## config.mk

```make
export PLATFORM = sky130hd
export DESIGN_NAME = fetch_unit
export DESIGN_NICKNAME = d
export VERILOG_FILES = /design/src/rtl/arm_pkg.sv /design/src/rtl/fetch_fifo.sv /design/src/rtl/fetch_unit.sv
export SDC_FILE = /design/constraint.sdc
export NUM_CORES = 1
export LEC_CHECK = 0
export BUFFER_PORTS_ARGS = -buffer_cell sky130_fd_sc_hd__buf_4
export CAP_MARGIN = 20
export CORE_MARGIN = 5
export CORE_UTILIZATION = 63
export CTS_CLUSTER_DIAMETER = 50
export DETAILED_ROUTE_END_ITERATION = 8
export PLACE_DENSITY = 0.85
export REMOVE_ABC_BUFFERS = 1
export SKIP_LAST_GASP = 1
export SLEW_MARGIN = 15
export SYNTH_ARGS = -nofsm -noshare
export SYNTH_HDL_FRONTEND = slang
export SYNTH_SLANG_ARGS = --single-unit
```

## constraint.sdc

```tcl
create_clock -name clk -period 8.15 [get_ports clk]
set_input_delay 0.815 -clock clk [delete_from_list [all_inputs] [get_ports clk]]
set_output_delay 0.815 -clock clk [all_outputs]
set_load 0.03 [all_outputs]
```

## src/rtl/arm_pkg.sv

```systemverilog
// Shared fetch front-end definitions: request FSM state encoding, default reset vector
// and the width of one prefetch queue entry.
package arm_pkg;

   typedef enum logic [1:0] {
      RUN  = 2'd0,
      WAIT = 2'd1,
      DROP = 2'd2
   } fetch_state_t;

   localparam logic [31:0] DEFAULT_RESET_VEC = 32'h0000_0000;

   // Queue entry layout: {instruction word, fetch address}.
   localparam int unsigned ENTRY_W = 64;

endpackage

```

## src/rtl/fetch_fifo.sv

```systemverilog
// Prefetch queue: DEPTH entries of {instr, addr}. Flush has priority over push and pop.
// DEPTH must be a power of two so that the pointers wrap naturally.
module fetch_fifo
   import arm_pkg::*;
#(
   parameter  int DEPTH = 4,
   localparam int AW    = $clog2(DEPTH),
   localparam int CW    = $clog2(DEPTH) + 1
) (
   input  logic               i_clk,
   input  logic               i_rst_n,
   input  logic               i_push,
   input  logic               i_pop,
   input  logic               i_flush,
   input  logic [ENTRY_W-1:0] i_data,
   output logic [ENTRY_W-1:0] o_head,
   output logic [CW-1:0]      o_count
);

   logic [ENTRY_W-1:0] r_mem [DEPTH];
   logic [AW-1:0]      r_head;
   logic [AW-1:0]      r_tail;
   logic [CW-1:0]      r_count;
   logic               w_do_pop;

   assign w_do_pop = i_pop && (r_count != '0);

   always_ff @(posedge i_clk or negedge i_rst_n) begin
      if (!i_rst_n) begin
         r_head  <= '0;
         r_tail  <= '0;
         r_count <= '0;
      end else if (i_flush) begin
         r_head  <= '0;
         r_tail  <= '0;
         r_count <= '0;
      end else begin
         if (i_push) begin
            r_tail <= r_tail + 1'b1;
         end
         if (w_do_pop) begin
            r_head <= r_head + 1'b1;
         end
         case ({i_push, w_do_pop})
            2'b10:   r_count <= r_count + 1'b1;
            2'b01:   r_count <= r_count - 1'b1;
            default: r_count <= r_count;
         endcase
      end
   end

   // Storage needs no reset; the top gates the head outputs while the queue is empty.
   always_ff @(posedge i_clk) begin
      if (i_push && !i_flush) begin
         r_mem[r_tail] <= i_data;
      end
   end

   assign o_head  = r_mem[r_head];
   assign o_count = r_count;

endmodule

```

## src/rtl/fetch_unit.sv

```systemverilog
// Instruction fetch front end: single-outstanding-request FSM, fetch PC and prefetch queue.
// Build option FETCH_PERF_CNT_EN adds fetch_cnt / flush_cnt performance counters.
//
//   state | meaning
//   RUN   | no request outstanding; issue one when the queue has room
//   WAIT  | request outstanding, its response will be queued
//   DROP  | request outstanding, its response belongs to a flushed path
module fetch_unit
   import arm_pkg::*;
#(
   parameter int          DEPTH     = 4,
   parameter logic [31:0] RESET_VEC = DEFAULT_RESET_VEC
) (
   input  logic        clk,
   input  logic        reset,
   output logic        imem_req,
   output logic [31:0] imem_addr,
   input  logic        imem_rvalid,
   input  logic [31:0] imem_rdata,
   output logic [31:0] Instr,
   output logic        instr_valid,
   input  logic        instr_ready,
   output logic [31:0] PCPlus8,
   input  logic        PCSrc,
   input  logic [31:0] branch_target
`ifdef FETCH_PERF_CNT_EN
   ,
   output logic [31:0] fetch_cnt,
   output logic [31:0] flush_cnt
`endif
);

   localparam int            CW   = $clog2(DEPTH) + 1;
   localparam logic [CW-1:0] FULL = CW'(DEPTH);

   fetch_state_t       r_state;
   logic [31:0]        r_fetch_pc;
   logic [31:0]        r_req_addr;
   logic               r_req;
   logic [CW-1:0]      w_count;
   logic [ENTRY_W-1:0] w_head;
   logic               w_push;
   logic               w_pop;
   logic               w_has_room;

   assign w_has_room  = (w_count < FULL);
   assign instr_valid = (w_count != '0);
   assign w_pop       = instr_valid && instr_ready && !PCSrc;
   assign w_push      = (r_state == WAIT) && imem_rvalid && !PCSrc;

   fetch_fifo #(.DEPTH(DEPTH)) u_fifo (
      .i_clk   (clk),
      .i_rst_n (reset),
      .i_push  (w_push),
      .i_pop   (w_pop),
      .i_flush (PCSrc),
      .i_data  ({imem_rdata, r_req_addr}),
      .o_head  (w_head),
      .o_count (w_count)
   );

   // Room is checked at request time, so a response can always be queued.
   always_ff @(posedge clk or negedge reset) begin
      if (!reset) begin
         r_state    <= RUN;
         r_fetch_pc <= RESET_VEC;
         r_req_addr <= RESET_VEC;
         r_req      <= 1'b0;
      end else begin
         r_req <= 1'b0;
         if (PCSrc) begin
            r_fetch_pc <= {branch_target[31:2], 2'b00};
         end
         case (r_state)
            RUN: begin
               if (!PCSrc && w_has_room) begin
                  r_req      <= 1'b1;
                  r_req_addr <= r_fetch_pc;
                  r_fetch_pc <= r_fetch_pc + 32'd4;
                  r_state    <= WAIT;
               end
            end
            WAIT: begin
               if (imem_rvalid) begin
                  r_state <= RUN;
               end else if (PCSrc) begin
                  r_state <= DROP;
               end
            end
            DROP: begin
               if (imem_rvalid) begin
                  r_state <= RUN;
               end
            end
            default: r_state <= RUN;
         endcase
      end
   end

   assign imem_req  = r_req;
   assign imem_addr = r_req_addr;
   assign Instr     = instr_valid ? w_head[63:32] : 32'd0;
   assign PCPlus8   = (instr_valid ? w_head[31:0] : 32'd0) + 32'd8;

`ifdef FETCH_PERF_CNT_EN
   logic [31:0] r_fetch_cnt;
   logic [31:0] r_flush_cnt;

   always_ff @(posedge clk or negedge reset) begin
      if (!reset) begin
         r_fetch_cnt <= '0;
         r_flush_cnt <= '0;
      end else begin
         if (w_push) begin
            r_fetch_cnt <= r_fetch_cnt + 32'd1;
         end
         if (PCSrc) begin
            r_flush_cnt <= r_flush_cnt + 32'd1;
         end
      end
   end

   assign fetch_cnt = r_fetch_cnt;
   assign flush_cnt = r_flush_cnt;
`endif

endmodule

```

---- After elaboration in Yosys (flattened, before gate mapping) ----
Memory sizes are Yosys's and may differ from the RTL's.
Cells that the tools add are included.
W data, S select, Z words.
cells by class
  reductions and logical operators ........ 15
  mux-type cells .......................... 20
  eq/ne operators ......................... 7
  order comparisons ....................... 1
  add/sub/neg operators ................... 6
operators with widths
  kind                     number
  $mux W32                 5
  $add A32 B3 Y32 const B  1
  $add A32 B4 Y32 const B  1
  $mux W2                  8
  $logic_and A1 B1 Y1      7
  $pmux W2 S3              1
  $pmux W3 S2              1
  $reduce_bool A3 Y1       2
  $add A2 B1 Y2 const B    2
  $eq A2 B1 Y1 const B     2
  $eq A2 B2 Y1 const B     2
  $mux W1                  4
  $ne A2 B2 Y1 const B     2
  $reduce_bool A2 Y1       2
  $add A3 B1 Y3 const B    1
  $lt A3 B3 Y1 const B     1
  $mux W3                  1
  $ne A3 B3 Y1 const B     1
  $reduce_and A3 Y1        1
  $sub A3 B1 Y3 const B    1
  $logic_not A2 Y1         1
  $reduce_and A2 Y1        1
  $logic_not A1 Y1         1
storage, ports and cells
  memories kept ........................... 1
  memory bits (writable) .................. 256
  logic and storage cells ................. 57
  bits of input ports ..................... 69
  bits in registers ....................... 74
  output and inout port bits .............. 98
memory list
  name          depth  bits a word  read ports  clocked after memory_dff  write ports  line              source
  u_fifo.r_mem  4      64           1           0                         1            fetch_fifo.sv:20  logic [ENTRY_W-1:0] r_mem [DEPTH];

---- Longest topological paths before layout ----
Gate-level depths: netlist (run 1).
  depth after elaboration ................. 7
  depth in mapped cells ................... 10
  mapped depth without buffers ............ 9

---- Modules after synthesis ----
A second synthesis (run 1) with hierarchy kept.
unflattened totals
  cells, all modules ...................... 809
  area total of the unflattened synthesis .. 13,753.2 sq um
by module, submodules not included
  module      seq. area each (sq um)  area each (sq um)  instances  cells each
  fetch_fifo  7,862.5                 9,720.6            1          385
  fetch_unit  1,676.6                 4,032.6            1          424

---- Least setup slack after synthesis (run 1) ----
No wires, ideal clock.
  kind .................................... reg2out
  start point ............................. register u_fifo.r_count[0], in the netlist u_fifo.o_count[0]
  end point ............................... output port PCPlus8[15]
  path slack .............................. 4,563 ps
  arrival ................................. 2,772 ps
  cell stages (with the launch flop) ...... 11
  path buffers ............................ 2
  data required time ...................... 7,335 ps
  cell sequence ........................... dfrtp_1 > nor3_1 > inv_1 > clkbuf_1 > clkbuf_1 > and2_1 > ha_1 > nand2_1 > or3_1 > or4_1 > a21oi_1
on the way
  word-level cells in the longest chain between the ends .. 3
ends and longest elaborated chain
  what                    line               source
  from (decl)             fetch_fifo.sv:23   logic [CW-1:0] r_count;
  from (signal assigned)  fetch_fifo.sv:45   2'b10: r_count <= r_count + 1'b1;
  from (signal assigned)  fetch_fifo.sv:46   2'b01: r_count <= r_count - 1'b1;
  from (signal assigned)  fetch_fifo.sv:47   default: r_count <= r_count;
  $reduce_bool A3 Y1      fetch_unit.sv:47   assign instr_valid = (w_count != '0);
  $mux W32                fetch_unit.sv:103  assign PCPlus8 = (instr_valid ? w_head[31:0] : 32'd0) + 32'd8;
  $add A32 B4 Y32         fetch_unit.sv:103
  to (decl)               fetch_unit.sv:23   output logic [31:0] PCPlus8,
Every way passes these cells.

---- Worst setup path after layout (run 1) ----
  start point ............................. register u_fifo.r_head[0]
  end point ............................... output port PCPlus8[27]
on the way
  word-level cells in the longest chain between the ends .. 3
ends and longest elaborated chain
  what                    line               source
  from (decl)             fetch_fifo.sv:21   logic [AW-1:0] r_head;
  from (signal assigned)  fetch_fifo.sv:42   r_head <= r_head + 1'b1;
  $mem_v2 Z4 W64          --
  $mux W32                fetch_unit.sv:103
  $add A32 B4 Y32         fetch_unit.sv:103
Every way passes these cells.

==> qor.txt, run 1 <==
Post-CTS Resized: 0
Reg2Reg Setup Slack: 5380 ps
Area fraction of the dominant cell type after synthesis: 55.46%
Worst setup margin: 3102 ps
Top-count cell post-synth: edfxtp_1
Worst IR Drop VDD: 0.0002505 V
Reg power frac: 37.9%
Area Growth Syn to Fin: 19.79%
Largest family of logic cells by synthesized area: multiplexers
Hold Buf Count CTS: 0
Crit path max-delay family: buffers and inverters
Synth Warn #: 0
I/O pin total: 167
Multi-input logic area: 4123 um^2
Layout Nets: 1089
Gp weighted congestion: 0.8240
Cell Chain, Critical Path: buf_4, mux4_2, nand2_1, inv_1, ha_1, nand2_1, nor3_1, nand4_1, mux2i_1, buf_4
Reg-to-Reg End: u_fifo.o_count[2]$_DFFE_PN0P_
Int Pwr: 0.003959 W
Largest fanout on the critical path: 42
Crit path kind: flop to primary output
Initial core utilization: 63.72%
Worst skew pair latency: 510 ps
Static leakage: 6.017 nW
Status: finished, final reports clean
Pwr/cell area: 366.3 nW/um^2
Die footprint: 25070 um^2
Cells on worst reg2reg path: 10
H-tree levels: 2
Share of post-route cells with drive strength above 1: 33.21%
Drt pass-1 iters: 5
Max-Cap Viols: 0
Core Rows: 54
Post-synth EDFFs: 256
Worst Setup EP: PCPlus8[27]
Final wirelength: 28730 um
Post-synthesis mux area share: 14.47%
Asr flop ratio synth: 22.42%
Worst hold-check path type: primary input to asynchronous set/reset pin
Post-Place Worst Slack: 3545 ps
DRC Markers: 0
Die Y: 158.3 um
Finish-stage setup viols: 0
DRT iter0 DRCs: 637
GRT overflow: 0
Clk Tree Root Cell: clkbuf_16
Critical path depth: 10
Switching pwr: 0.002123 W
# fillers: 1256
Switching Share: 34.90%
Min Tclk post-route: 5048 ps
Slew headroom: 29.88%
Reg area: 9547 um^2
Initial antenna violation count: 0
Reg2Reg Launch Point: u_fifo.o_count[2]$_DFFE_PN0P_
Critical Path Start Type: flop
Max Freq: 198.1 MHz
Clock buffer depth: 3
GRT Util Overall: 23.48%
TritonCTS clock tree: done
TritonCTS buffer count: 36
N_diodes: 0
Post-Synth Adder-Cell Area: 0.6860%
Combinational share of power: 33.9%
Clock transition at path regs: 60 ps
First-pass GRT wire length: 44930 um
# clock sinks: 330
Post-route ant nets: 0
Worst Path Buf+Inv: 3
Avg Cell Area, Syn: 16.46 um^2
Critical-path cell with the highest stage delay: dfrtp_4
Vias in the first global route: 8087
Final worst-path cycle share: 61.93%
Part of the Yosys area used for sequential elements: 68.81%
Largest net degree at the start of global routing: 75
Area leader, netlist: edfxtp_1
Final Skew: 13.27 ps
I/O Buffers: 164
Setup TNS: 0 ps
Core footprint: 21760 um^2
Ranking of synthesized cells by area: edfxtp_1, dfrtp_1, mux4_2
Compound-gate portion of the synthesized area: 2.130%
Final hold vios: 0
Total via count in the routed design: 7897
Die Wd: 158.3 um
XOR/XNOR Fraction of Synth Area: 2.654%
Commonest cells post-synth: edfxtp_1, dfrtp_1, nand2_1, mux4_2, and2_1
RSZ-0062 raised after global routing: no
DR WL/cell: 21.78 um
Worst Setup SP: u_fifo.r_head[0]$_DFFE_PN0P_
Measured slew at the worst slew-check pin: 1052 ps
Setup Buffers After CTS: 0
Cells after Synth: 842
Top FF cell, synth: edfxtp_1
Distinct cell type count after synthesis: 50
Max-slew violations: 0
Vias/cell: 5.987
Clock power frac: 28.2%
Critical Path RT: 7340 ps
HPWL after DPL: 17760 um
Crit end category: primary output
WP data arrival: 4230 ps
Biggest cell delay along the critical path: 820 ps
Post-Syn Area: 13860 um^2
Synth Area in Simple Gates: 9.703%
Yosys reg bits: 330
## metrics by stage
step | instance area [um^2] | hold slack (ps) | util (%) | total power [W] | instances
2_1_floorplan | 13680 | 458.4 | - | 0.003622 | 804
3_3_place_gp | 15330 | 476.4 | 70.48 | 0.004354 | 1255
3_5_place_dp | 15330 | 491.4 | 70.48 | 0.004402 | 1255
4_1_cts | 16600 | 459.8 | 76.32 | 0.006138 | 1319
5_1_grt | 16600 | 466.0 | 76.32 | 0.006365 | 1319
6_report | 16600 | 427.4 | 76.32 | 0.006082 | 1319
## worst min-delay path by stage
stage | start | to | slack [ps] | cells past startpoint
after floorplan | r_fetch_pc[0]$_DFFE_PN0N_ | r_fetch_pc[0]$_DFFE_PN0N_ | 460 | 1
after detailed placement | r_fetch_pc[1]$_DFFE_PN0N_ | r_fetch_pc[1]$_DFFE_PN0N_ | 490 | 1
after CTS | reset | imem_addr[18]$_DFFE_PN0P_ | 460 | 1
after global routing | imem_rvalid | r_state[1]$_DFFE_PN0P_ | 470 | 2
after global placement | r_fetch_pc[0]$_DFFE_PN0N_ | r_fetch_pc[0]$_DFFE_PN0N_ | 480 | 1
final | reset | r_fetch_pc[19]$_DFF_PN0_ | 430 | 1
## worst reg2reg max path, cell delays in order (launching register included)
cell	delay (ps)
dfrtp_1	490
nor3_2	90
buf_4	210
inv_2	400
buf_4	470
nand3_1	220
nor2_1	170
fa_1	200
mux2i_1	210
xnor2_1	140
nor2_1	50
## layer usage
| metal | share of wire (%) | vias up | global-route usage, % |
|---|---|---|---|
| met1 | 40 | 3971 | 32.24 |
| met4 | 1.9 | 0 | 5.971 |
| met2 | 51 | 286 | 39.66 |
| li1 | - | 3592 | - |
| met3 | 7.2 | 48 | 4.376 |
| met5 | 0 | - | 0 |
## kinds of logic after synthesis
group | Yosys count
mux | 115
xor+xnor | 42
buf+inv | 46
fa+ha+maj | 7
simple gates | 254
compound gates | 48
flops | 330
## power groups by stage
stage / clock network [W] / registers (W) / logic [W]
after floorplan: 0 / 0.00243 / 0.00119
after global placement: 0 / 0.00232 / 0.00204
after detailed placement: 0 / 0.00233 / 0.00207
after CTS: 0.00174 / 0.00231 / 0.00209
after global routing: 0.00182 / 0.00234 / 0.00221
final: 0.00171 / 0.00230 / 0.00206
## placed cells by master, fill, tap and decap left out, types with 5 or more instances in the layout
cell / n
xor2_1: 23
nor2_1: 28
or2_2: 7
edfxtp_1: 256
nor4_1: 8
dfrtp_1: 72
mux2i_1: 17
clkinv_2: 6
nand4_1: 18
and2_1: 48
ha_1: 6
buf_4: 171
nand2_1: 69
nand3_1: 22
bufinv_16: 7
and4_1: 7
mux2_2: 33
a21oi_1: 5
o21ai_0: 24
nor3_1: 10
mux4_2: 65
and3_1: 10
xnor2_1: 19
inv_1: 7
clkbuf_16: 37
## sequential cells by signal, indices dropped and copies added, names as in the netlist
register,count
u_fifo.o_count,3
u_fifo.r_head,2
u_fifo.r_mem,256
imem_req,1
r_fetch_pc,32
r_state,2
u_fifo.r_tail,2
imem_addr,32
## final cells by class
type / count / area share, %
Tap cell: 280 / 2.110
Clock buffer: 42 / 5.749
Timing Repair Buffer: 171 / 7.731
Inverter: 8 / 0.1808
Multi-Input combinational cell: 466 / 24.83
Clock inverter: 22 / 1.906
Sequential cell: 330 / 57.49
No activity file was read; power rests on OpenSTA's default activity.
==> inputs of run 2 (changes only) <==
--- a/config.mk
+++ b/config.mk
@@ -5,13 +5,14 @@
 export SDC_FILE = /design/constraint.sdc
 export NUM_CORES = 1
 export LEC_CHECK = 0
+export ABC_AREA = 1
 export BUFFER_PORTS_ARGS = -buffer_cell sky130_fd_sc_hd__buf_4
 export CAP_MARGIN = 20
 export CORE_MARGIN = 5
-export CORE_UTILIZATION = 63
+export CORE_UTILIZATION = 59
 export CTS_CLUSTER_DIAMETER = 50
 export DETAILED_ROUTE_END_ITERATION = 8
-export PLACE_DENSITY = 0.85
+export PLACE_DENSITY = 0.8
 export REMOVE_ABC_BUFFERS = 1
 export SKIP_LAST_GASP = 1
 export SLEW_MARGIN = 15
==> constraint.sdc (replaced) <==
create_clock -name clk -period 4.7 [get_ports clk]
set_input_delay 0.47 -clock clk [delete_from_list [all_inputs] [get_ports clk]]
set_output_delay 0.47 -clock clk [all_outputs]
set_load 0.03 [all_outputs]
==> qor.txt, run 2 <==
Area fraction of the dominant cell type after synthesis: 51.04% (was 55.46%)
GRT Util Overall: 24.41% (was 23.48%)
Critical Path RT: 4230 ps (was 7340 ps)
Drt pass-1 iters: 5 (unchanged)
Crit end category: primary output (unchanged)
Top-count cell post-synth: nand2_1 (was edfxtp_1)
Crit path max-delay family: simple AND/OR/NAND/NOR gates (was buffers and inverters)
DRT iter0 DRCs: 1042 (was 637)
# clock sinks: 330 (unchanged)
Clock power frac: 24.5% (was 28.2%)
Setup TNS: 0 ps (unchanged)
Post-Syn Area: 15060 um^2 (was 13860 um^2)
I/O Buffers: 164 (unchanged)
Top FF cell, synth: edfxtp_1 (unchanged)
Avg Cell Area, Syn: 9.520 um^2 (was 16.46 um^2)
Part of the Yosys area used for sequential elements: 63.34% (was 68.81%)
Worst Path Buf+Inv: 2 (was 3)
Measured slew at the worst slew-check pin: 1054 ps (was 1052 ps)
N_diodes: 0 (unchanged)
Asr flop ratio synth: 22.42% (unchanged)
Most common cell after layout, fill and taps aside: nand2_1 (was edfxtp_1)
Hold Buf Count CTS: 0 (unchanged)
First-pass GRT wire length: 56330 um (was 44930 um)
RSZ-0062 raised after global routing: no (unchanged)
Reg power frac: 37.6% (was 37.9%)
TritonCTS buffer count: 35 (was 36)
Biggest cell delay along the critical path: 760 ps (was 820 ps)
Status: finished, final reports clean (unchanged)
Final instance count without filler cells: 2081 (was 1319)
Die Wd: 169.8 um (was 158.3 um)
Top reg by flops: u_fifo.r_mem (unchanged)
Core footprint: 25180 um^2 (was 21760 um^2)
Largest fanout on the critical path: 49 (was 42)
DRC Markers: 0 (unchanged)
Int Pwr: 0.006478 W (was 0.003959 W)
Cell Chain, Critical Path: inv_2, nand3_1, a21oi_1, ha_1, nand2_1, nor2_1, nand2_1, nor2_2, nand3_1, nand2_1, nand2_1, buf_4 (was buf_4, mux4_2, nand2_1, inv_1, ha_1, nand2_1, nor3_1, nand4_1, mux2i_1, buf_4)
Synth Warn #: 0 (unchanged)
Worst hold-check path type: primary input to asynchronous set/reset pin (unchanged)
Max Freq: 254.5 MHz
Pwr/cell area: 615.5 nW/um^2 (was 366.3 nW/um^2)
I/O pin total: 167 (unchanged)
Max-slew violations: 0 (unchanged)
Initial core utilization: 59.81% (was 63.72%)
Crit path kind: flop to primary output (unchanged)
Yosys reg bits: 330 (unchanged)
Die Y: 169.8 um (was 158.3 um)
Static leakage: 7.170 nW (was 6.017 nW)
Area leader, netlist: edfxtp_1 (unchanged)
Critical Path Start Type: flop (unchanged)
Most frequent cells in the layout: nand2_1, nor2_1, edfxtp_1 (was edfxtp_1, buf_4, dfrtp_1)
Final core utilization: 70.01% (was 76.32%)
Final hold vios: 0 (unchanged)
Switching Share: 40.30% (was 34.90%)
Distinct cell type count after synthesis: 41 (was 50)
Cells on worst reg2reg path: 6 (was 10)
Final wirelength: 35590 um (was 28730 um)
Worst setup margin: 770.1 ps (was 3102 ps)
Vias/cell: 5.520 (was 5.987)
Final worst-path cycle share: 83.61%
H-tree levels: 2 (unchanged)
Worst hold margin: 81.78 ps (was 427.4 ps)
Max reg flops: 256 (unchanged)
Total via count in the routed design: 11487 (was 7897)
Reg2Reg Setup Slack: 2200 ps (was 5380 ps)
Layout Nets: 1803 (was 1089)
GRT overflow: 0 (unchanged)
Commonest cells post-synth: nand2_1, nor2_1, edfxtp_1, nand3_1, o21ai_0 (was edfxtp_1, dfrtp_1, nand2_1, mux4_2, and2_1)
Switching pwr: 0.004373 W (was 0.002123 W)
Post-route ant nets: 0 (unchanged)
Finish-stage setup viols: 0 (unchanged)
Die footprint: 28820 um^2 (was 25070 um^2)
Initial antenna violation count: 0 (unchanged)
Gp weighted congestion: 0.8945 (was 0.8240)
Clk Tree Root Cell: clkbuf_16 (unchanged)
Clock transition at path regs: 60 ps (about the same)
TritonCTS clock tree: done (unchanged)
Post-CTS Resized: 0 (unchanged)
Most used cell, CP: nand2_1
Area Growth Syn to Fin: 17.06% (was 19.79%)
Vias in the first global route: 11204 (was 8087)
WP data arrival: 3460 ps (was 4230 ps)
HPWL after DPL: 22110 um (was 17760 um)
Max-Cap Viols: 0 (unchanged)
Reg2Reg Launch Point: r_state[1]$_DFFE_PN0P_ (was u_fifo.o_count[2]$_DFFE_PN0P_)
Post-Place Worst Slack: 1368 ps (was 3545 ps)
Core Rows: 58 (was 54)
Largest net degree at the start of global routing: 75 (unchanged)
Combinational share of power: 38.0% (was 33.9%)
Slew headroom: 29.61% (was 29.88%)
Setup Buffers After CTS: 0 (unchanged)
Min Tclk post-route: 3930 ps
Ranking of synthesized cells by area: edfxtp_1, dfrtp_1, nand2_1 (was edfxtp_1, dfrtp_1, mux4_2)
Worst skew pair latency: 510 ps (about the same)
Worst IR Drop VDD: 0.0004034 V (was 0.0002505 V)
Reg-to-Reg End: u_fifo.r_mem[0][54]$_DFFE_PP_ (was u_fifo.o_count[2]$_DFFE_PN0P_)
Post-synth EDFFs: 256 (unchanged)
Share of post-route cells with drive strength above 1: 14.96% (was 33.21%)
DR WL/cell: 17.10 um (was 21.78 um)
Cells after Synth: 1582 (was 842)
Clock buffer depth: 3 (unchanged)
Dpl cells: 2020 (was 1255)
Final Skew: 10.10 ps (was 13.27 ps)
Critical-path cell with the highest stage delay: inv_2 (was dfrtp_4)
## run 2: cell types whose count changed after synthesis, sizes merged, moves of 9 or more
| cell | change |
|---|---|
| xnor2 | -14 |
| mux2i | -15 |
| and3 | -9 |
| a21oi | +36 |
| and2 | -53 |
| mux2 | -33 |
| nand2 | +365 |
| nor2 | +263 |
| o21ai | +91 |
| inv | +91 |
| buf | +40 |
| xor2 | -10 |
| mux4 | -65 |
| nand3 | +97 |
## run 2: per-layer routing
metal,routed length [um],GRT usage (%)
met4,705,7.000
met1,14600,32.84
met3,2703,3.890
met2,17580,41.57
met5,0,0
## run 2: final cells by class
class	instances	area [um^2]
Timing Repair Buffer	180	1376
Tap cell	330	412.9
Inverter	100	376.6
Fill cell	1839	7551
Multi-Input combinational cell	1080	4815
Clock buffer	41	898.4
Sequential cell	330	9544
Clock inverter	20	207.7
## run 2: power groups by stage
stage / Combinational [W] / Sequential, W / Clock (W)
after floorplan: 0.00233 / 0.00432 / 0
after global placement: 0.00402 / 0.00409 / 0
after detailed placement: 0.00410 / 0.00412 / 0
after CTS: 0.00413 / 0.00407 / 0.00269
after global routing: 0.00449 / 0.00413 / 0.00281
final: 0.00412 / 0.00408 / 0.00265
## run 2: kinds of logic after synthesis
group / Yosys count / synth area share (%)
and+or+nand+nor: 874 / 23.58
DFF: 330 / 63.34
AOI/OAI and AO/OA: 179 / 6.331
buffers and inverters: 172 / 4.943
xor gates and xnor gates: 18 / 1.047
adders and majority gates: 7 / 0.6314
muxes: 2 / 0.1329
## run 2: through the flow
step                      cell area, um^2  power (W)
final                               17630    0.01085
after global routing                17630    0.01143
after CTS                           17630    0.01088
after detailed placement            16520   0.008215
after global placement              16520   0.008110
after floorplan                     14690   0.006656
## run 2: worst max path at each step
| stage | startpoint | slack (ps) | cells past startpoint | to |
|---|---|---|---|---|
| 4_1_cts | u_fifo.r_head[1]$_DFFE_PN0P_ | 790 | 12 | PCPlus8[27] |
| 2_1_floorplan | u_fifo.r_head[0]$_DFFE_PN0P_ | -1200 | 12 | PCPlus8[17] |
| 5_1_grt | u_fifo.r_head[1]$_DFFE_PN0P_ | 540 | 12 | PCPlus8[27] |
| 3_3_place_gp | u_fifo.r_head[1]$_DFFE_PN0P_ | 1430 | 11 | PCPlus8[17] |
| 3_5_place_dp | u_fifo.r_head[1]$_DFFE_PN0P_ | 1370 | 12 | PCPlus8[27] |
| 6_report | u_fifo.r_head[1]$_DFFE_PN0P_ | 770 | 12 | PCPlus8[27] |
